### config.mk
export PLATFORM = sky130hd
export DESIGN_NAME = pcie_msg_queue_ctrl
export DESIGN_NICKNAME = d
export VERILOG_FILES = /design/src/rtl/pcie_msg_queue_ctrl.sv
export SDC_FILE = /design/constraint.sdc
export NUM_CORES = 2
export LEC_CHECK = 0
export CORE_ASPECT_RATIO = 1.4
export CORE_UTILIZATION = 57
export CTS_BUF_LIST = sky130_fd_sc_hd__clkbuf_8
export DETAILED_ROUTE_END_ITERATION = 10
export PLACE_DENSITY = 0.89
export SYNTH_ARGS = -nofsm -noshare
export SYNTH_HDL_FRONTEND = slang
export SYNTH_SLANG_ARGS = --single-unit
### constraint.sdc
create_clock -name clk -period 18.7 [get_ports clk]
set_clock_uncertainty 0.2 [all_clocks]
set_input_delay 2.805 -clock clk [delete_from_list [all_inputs] [get_ports clk]]
set_output_delay 2.805 -clock clk [all_outputs]
set_load 0.01 [all_outputs]
### src/rtl/pcie_msg_queue_ctrl.sv
// Per-queue ring-pointer tracking and interrupt coalescing for the PCIe AXI message handler.
// Holds write/read pointers, drop accounting and a sticky W1C interrupt per queue.
module pcie_msg_queue_ctrl #(
  parameter int NUM_Q = 15,
  parameter int PTR_W = 6,
  parameter int TMO_W = 16,
  parameter int QID_W = 5
) (
  input  logic                         clk,
  input  logic                         rst,
  input  logic                         i_push_valid,
  input  logic [QID_W-1:0]             i_push_qid,
  output logic                         o_push_ack,
  output logic                         o_push_drop,
  output logic [PTR_W-1:0]             o_push_slot,
  input  logic                         i_rptr_we,
  input  logic [QID_W-1:0]             i_rptr_qid,
  input  logic [PTR_W:0]               i_rptr_val,
  output logic                         o_rptr_err,
  input  logic [NUM_Q-1:0]             i_intr_clear,
  input  logic [NUM_Q-1:0]             i_intr_mask,
  input  logic [PTR_W:0]               i_coal_thresh,
  input  logic [TMO_W-1:0]             i_coal_timeout,
  output logic [NUM_Q*(PTR_W+1)-1:0]   o_wptr,
  output logic [NUM_Q-1:0]             o_full,
  output logic [NUM_Q-1:0]             o_empty,
  output logic [NUM_Q-1:0]             o_intr_status,
  output logic                         o_intr,
  output logic [7:0]                   o_drop_cnt
);

  localparam int PW    = PTR_W + 1;
  localparam int DEPTH = 1 << PTR_W;
  localparam int CW    = PTR_W + 2;

  typedef enum logic {IDLE = 1'b0, ACCUM = 1'b1} coal_state_t;

  logic [PW-1:0]    wptr_r [NUM_Q];
  logic [PW-1:0]    rptr_r [NUM_Q];
  logic [CW-1:0]    pend_r [NUM_Q];
  logic [TMO_W-1:0] timer_r [NUM_Q];
  coal_state_t      state_r [NUM_Q];
  logic [NUM_Q-1:0] status_r;

  logic [PW-1:0]    wptr_s [NUM_Q];
  logic [PW-1:0]    rptr_s [NUM_Q];
  logic [CW-1:0]    pend_s [NUM_Q];
  logic [TMO_W-1:0] timer_s [NUM_Q];
  coal_state_t      state_s [NUM_Q];
  logic [PW-1:0]    level_s [NUM_Q];
  logic [PW-1:0]    rdiff_s [NUM_Q];
  logic [CW-1:0]    pend_sum_s [NUM_Q];
  logic [TMO_W-1:0] timer_sum_s [NUM_Q];
  logic [NUM_Q-1:0] push_ok_s, rptr_ok_s, fire_s, status_s;
  logic [PW-1:0]    thr_eff_s;
  logic [PTR_W-1:0] slot_s;
  logic             push_acc_s, rptr_acc_s;

  // Occupancy from registered pointers only; the extra pointer MSB separates full from empty.
  always_comb begin
    for (int q = 0; q < NUM_Q; q++) begin
      level_s[q]             = wptr_r[q] - rptr_r[q];
      o_full[q]              = (level_s[q] == PW'(DEPTH));
      o_empty[q]             = (level_s[q] == {PW{1'b0}});
      o_wptr[q*PW +: PW]     = wptr_r[q];
    end
  end

  // Pointer updates and per-queue coalescing next-state; all checks use pre-edge pointers.
  always_comb begin
    thr_eff_s  = (i_coal_thresh == {PW{1'b0}}) ? {{(PW-1){1'b0}}, 1'b1} : i_coal_thresh;
    slot_s     = {PTR_W{1'b0}};
    push_ok_s  = {NUM_Q{1'b0}};
    rptr_ok_s  = {NUM_Q{1'b0}};
    fire_s     = {NUM_Q{1'b0}};
    for (int q = 0; q < NUM_Q; q++) begin
      rdiff_s[q]   = wptr_r[q] - i_rptr_val;
      push_ok_s[q] = i_push_valid && (i_push_qid == QID_W'(q)) && !o_full[q];
      rptr_ok_s[q] = i_rptr_we && (i_rptr_qid == QID_W'(q)) && (rdiff_s[q] <= PW'(DEPTH));
      slot_s       = slot_s | (push_ok_s[q] ? wptr_r[q][PTR_W-1:0] : {PTR_W{1'b0}});
      wptr_s[q]    = push_ok_s[q] ? (wptr_r[q] + {{(PW-1){1'b0}}, 1'b1}) : wptr_r[q];
      rptr_s[q]    = rptr_ok_s[q] ? i_rptr_val : rptr_r[q];

      pend_sum_s[q] = pend_r[q] + {{(CW-1){1'b0}}, push_ok_s[q]};
      if (push_ok_s[q]) begin
        timer_sum_s[q] = {TMO_W{1'b0}};
      end else if (state_r[q] == ACCUM && timer_r[q] != {TMO_W{1'b1}}) begin
        timer_sum_s[q] = timer_r[q] + {{(TMO_W-1){1'b0}}, 1'b1};
      end else if (state_r[q] == ACCUM) begin
        timer_sum_s[q] = timer_r[q];
      end else begin
        timer_sum_s[q] = {TMO_W{1'b0}};
      end

      fire_s[q] = (pend_sum_s[q] != {CW{1'b0}}) &&
                  ((pend_sum_s[q] >= CW'(thr_eff_s)) ||
                   ((i_coal_timeout != {TMO_W{1'b0}}) && (timer_sum_s[q] >= i_coal_timeout)));

      if (fire_s[q] || pend_sum_s[q] == {CW{1'b0}}) begin
        state_s[q] = IDLE;
        pend_s[q]  = {CW{1'b0}};
        timer_s[q] = {TMO_W{1'b0}};
      end else begin
        state_s[q] = ACCUM;
        pend_s[q]  = pend_sum_s[q];
        timer_s[q] = timer_sum_s[q];
      end
    end
    push_acc_s = |push_ok_s;
    rptr_acc_s = |rptr_ok_s;
    status_s   = (status_r & ~i_intr_clear) | fire_s;
  end

  assign o_intr_status = status_r;

  // State registers and registered pulse/level outputs.
  always_ff @(posedge clk or posedge rst) begin
    if (rst) begin
      for (int q = 0; q < NUM_Q; q++) begin
        wptr_r[q]  <= {PW{1'b0}};
        rptr_r[q]  <= {PW{1'b0}};
        pend_r[q]  <= {CW{1'b0}};
        timer_r[q] <= {TMO_W{1'b0}};
        state_r[q] <= IDLE;
      end
      status_r    <= {NUM_Q{1'b0}};
      o_intr      <= 1'b0;
      o_push_ack  <= 1'b0;
      o_push_drop <= 1'b0;
      o_push_slot <= {PTR_W{1'b0}};
      o_rptr_err  <= 1'b0;
      o_drop_cnt  <= 8'd0;
    end else begin
      for (int q = 0; q < NUM_Q; q++) begin
        wptr_r[q]  <= wptr_s[q];
        rptr_r[q]  <= rptr_s[q];
        pend_r[q]  <= pend_s[q];
        timer_r[q] <= timer_s[q];
        state_r[q] <= state_s[q];
      end
      status_r    <= status_s;
      o_intr      <= |(status_r & ~i_intr_mask);
      o_push_ack  <= push_acc_s;
      o_push_drop <= i_push_valid && !push_acc_s;
      o_rptr_err  <= i_rptr_we && !rptr_acc_s;
      if (push_acc_s) begin
        o_push_slot <= slot_s;
      end else begin
        o_push_slot <= o_push_slot;
      end
      if (i_push_valid && !push_acc_s && o_drop_cnt != 8'hFF) begin
        o_drop_cnt <= o_drop_cnt + 8'd1;
      end else begin
        o_drop_cnt <= o_drop_cnt;
      end
    end
  end

endmodule
==> metrics.md <==
| Metric | Value |
|---|---|
| Crit path kind | `input pin to register` |
| RSZ-0062 raised after global routing | `no` |
| Max-slew violation count | `4` |
| Sequential fraction of the synthesis area | `about a third` |
| Mux contribution to synthesized area | `around 1.9%` |
| Area Overhead vs Synth | `13.42%` |
| Die ar. | `between 70000 and 80000 um^2` |
| Fill count | `5605` |
| Min Clock Period, post-route | `about 7600 ps` |
| Die W | `between 200 and 250 um` |
| Top FF cell, synth | `dfrtp_1` |
| Mapped Avg Cell Area | `slightly above 9 um^2` |
| Synth top area cells | `dfrtp_1 (35%), ha_1 (17%), xnor2_1 (4.9%), xor2_1 (4.7%), nor2_1 (4.5%)` |
| Main combinational cell family by area after synthesis | `simple AND/OR/NAND/NOR gates` |
| Most frequent cell after synthesis | `dfrtp_1` |
| Post-Route WL | `131900 um` |
| Synth Instances | `just under 5000` |
| Vias | `38840` |
| Antenna violations before repair | `8` |
| Post-synth EDFFs | `0` |
| Post-DR wirelength/cell | `roughly 21 um` |
| Netlist Area Pre-Place | `approximately 44000 um^2` |
| CTS sink cnt | `approximately 620` |
| IO buf count | `~240` |
| Final hold violations | `0` |
| # DRC | `0` |
| Synth area leader | `dfrtp_1` |
| Worst path slowest cell | `clkdlybuf4s50_1` |
| Max cap viols | `1` |
| Share of the synthesized area in the top cell type | `35.31%` |
| Layout cells sized above 1 | `6.371%` |
| Clock tree buffer depth | `3` |
| Maximum clock frequency | `between 100 and 150 MHz` |
| Final hold slack | `283.1 ps` |
| Synth Area in Simple Gates | `22.35%` |
| Compound-Gate Fraction of Synth Area | `a little over a tenth` |
| DRT iter0 DRCs | `3362` |
| Hold Path Class | `register to register` |
| Grt ovf | `0` |
| Routed Antenna Nets | `0` |
| Largest stage delay, worst path | `approximately 590 ps` |
| Synth Area in Adders | `~17%` |
| FP Rows | `around 120` |
| Most instantiated cells after synthesis | `dfrtp_1 (618), ha_1 (586), nor2_1 (525)` |
| Required @ worst endpoint | `between 15000 and 20000 ps` |
| Final worst-path setup slack | `~11000 ps` |
| Worst rel slew slack | `-7.213%` |
| Drt pass-1 iters | `6` |
| Ys async rst share | `100.0%` |
| Overall Global Routing Usage | `34.05%` |
| CP max FO | `19` |
| Setup bufs post-CTS | `0` |
| CTS clock-pin slew for the worst setup and hold paths | `60 ps` |
| Clock Latency Late Sink | `between 700 and 800 ps` |
| Arrival @ worst endpoint | `between 8000 and 9000 ps` |
| Initial Utilization | `just under 60%` |
| DP HPWL | `roughly 93000 um` |
| GPL Wtd Cong | `roughly 1.0` |
| Place WS | `10590 ps` |
| Resized Gates After CTS | `0` |
| Netlist cell types | `84` |
| # setup viols final | `0` |
| Post-synthesis register bit count | `618` |
| Total CTS buffers | `100` |
| Tcrit/Tclk final | `approximately 41%` |
| Via/cell ratio | `6.281` |
| Synth Area in XOR/XNOR | `between 9 and 10%` |
| Maximum vdd drop | `~0.058 mV` |
| Vias in the first global route | `39440` |
| CTS Hold Buffers Added | `0` |
| Critical path's most frequent cell | `a21o_1` |
| CTS tree | `built` |
| Nets | `between 5000 and 6000` |
| Status | `finished with violations` |
| Total I/O pin count | `approximately 240` |
| CP Capture Type | `register` |
| Pwr per Cell Area | `between 70 and 80 nW/um^2` |
| YS warnings | `0` |
| LEAKAGE | `~24 nW` |
| Startpoint types | `input pin` |
| Pin slew with the least headroom to its limit | `1595 ps` |
| CTS root buffer | `clkbuf_8` |
| Largest net degree at the start of global routing | `roughly 170` |
| Global-route wire length before repair | `between 200000 and 250000 um` |
| Core Area | `around 76000 um^2` |
| Setup TNS | `0 ps` |
| Die Height | `between 300 and 400 um` |
| Cell-by-cell listing of the critical path | `clkdlybuf4s50_1 > nor3b_1 > nor2b_1 > nand3_1 > a21oi_1 > ha_1 > ha_1 > ha_1 > a21o_1 > a21o_1 > a21o_1 > a21o_1 > a2111oi_0 > o22ai_1 > nand2b_1 > a211oi_1` |
| Violated checks | `max-capacitance violations, max-slew violations` |
| CTS H-tree depth | `3` |
==> area by class of cell <==
cell class                 instances  area, um^2  area share [%]
antenna                            4       10.01         0.02015
multi-input combinational       3860       27010           54.38
clock buffer                     124        1707           3.436
timing repair buffer             310        2945           5.929
sequential                       618       15460           31.13
tap                              968        1211           2.438
inverter                         247       930.9           1.874
clock inverter                    52       392.9          0.7909
==> power breakdown <==
part	switching (mW)	internal (mW)	total, mW
combinational	0.597	0.471	1.07
sequential	0.172	1.44	1.61
clock	0.587	0.679	1.27
total	1.36	2.59	3.94
==> per-layer routing <==
layer | routed length [um] | vias up | track usage, % | part of all wire (%)
met5 | 46 | - | 0.6667 | 0.035
met3 | 11380 | 695 | 7.220 | 8.6
met4 | 12400 | 2 | 28.35 | 9.4
met1 | 46720 | 18550 | 37.08 | 35
met2 | 61370 | 1820 | 57.18 | 47
li1 | - | 17780 | - | -
==> layout by cell type, fill, tap and decap left out, types with 18 or more instances in the layout <==
cell type / count
a21o_1: 138
o21ai_0: 196
xor2_1: 233
nand4_1: 129
or2_2: 30
o21a_1: 31
a31oi_1: 24
nor2b_1: 98
dfrtp_1: 618
mux2_2: 48
inv_1: 270
nor2_1: 525
nor3_1: 327
clkdlybuf4s50_1: 239
nor4_1: 52
clkbuf_8: 124
ha_1: 586
buf_4: 67
and2_1: 24
mux2i_1: 31
clkinv_2: 18
nand3_1: 194
o22ai_1: 29
xnor2_1: 247
a211oi_1: 32
nand2b_1: 115
nand2_1: 323
and3_1: 82
a21oi_1: 105
==> stage by stage <==
stage	utilization [%]	cell area, um^2	power (mW)	cells
floorplan	-	43850	2.232	4847
global placement	62.89	47570	2.596	6003
detailed placement	62.89	47570	2.654	6003
CTS	65.66	49670	3.921	6179
global route	65.67	49670	4.123	6181
finish	65.68	49680	3.941	6183
==> worst max-delay path, delay by kind of cell <==
| kind | cells | cell delay (ps) |
|---|---|---|
| compound gates | 8 | 2150 |
| fa+ha+maj | 3 | 910 |
| buf+inv | 1 | 590 |
| simple gates | 4 | 1580 |
==> state kept, by name, summed over array words and instances, names as in the netlist, 6 cells and up <==
register / flops
state_r: 15
o_drop_cnt: 8
o_wptr: 105
o_intr_status: 15
rptr_r: 105
timer_r: 240
pend_r: 120
o_push_slot: 6
==> worst paths after layout <==
| path | from | end | slack [ps] | cells past startpoint |
|---|---|---|---|---|
| hold / removal | rptr_r[19] | rptr_r[19] | 280 | 2 |
| hold reg to reg | rptr_r[19] | rptr_r[19] | 280 | 2 |
| max in group asynchronous | rst | o_intr_status[9] | 13130 | 5 |
| setup / recovery | i_push_valid | timer_r[182] | 11110 | 16 |
| min in group asynchronous | rst | o_wptr[15] | 2150 | 2 |
| setup reg to reg | o_wptr[77] | timer_r[51] | 11780 | 21 |
==> logic make-up after synthesis <==
group,count (synthesis)
other,1
buffers and inverters,369
adder cells (fa/ha/maj),586
AO/OA/AOI/OAI,718
XOR/XNOR,481
AND/OR/NAND/NOR,1981
multiplexers,79
flip-flops,618
Note: power is estimated with default switching activity, not from simulation.
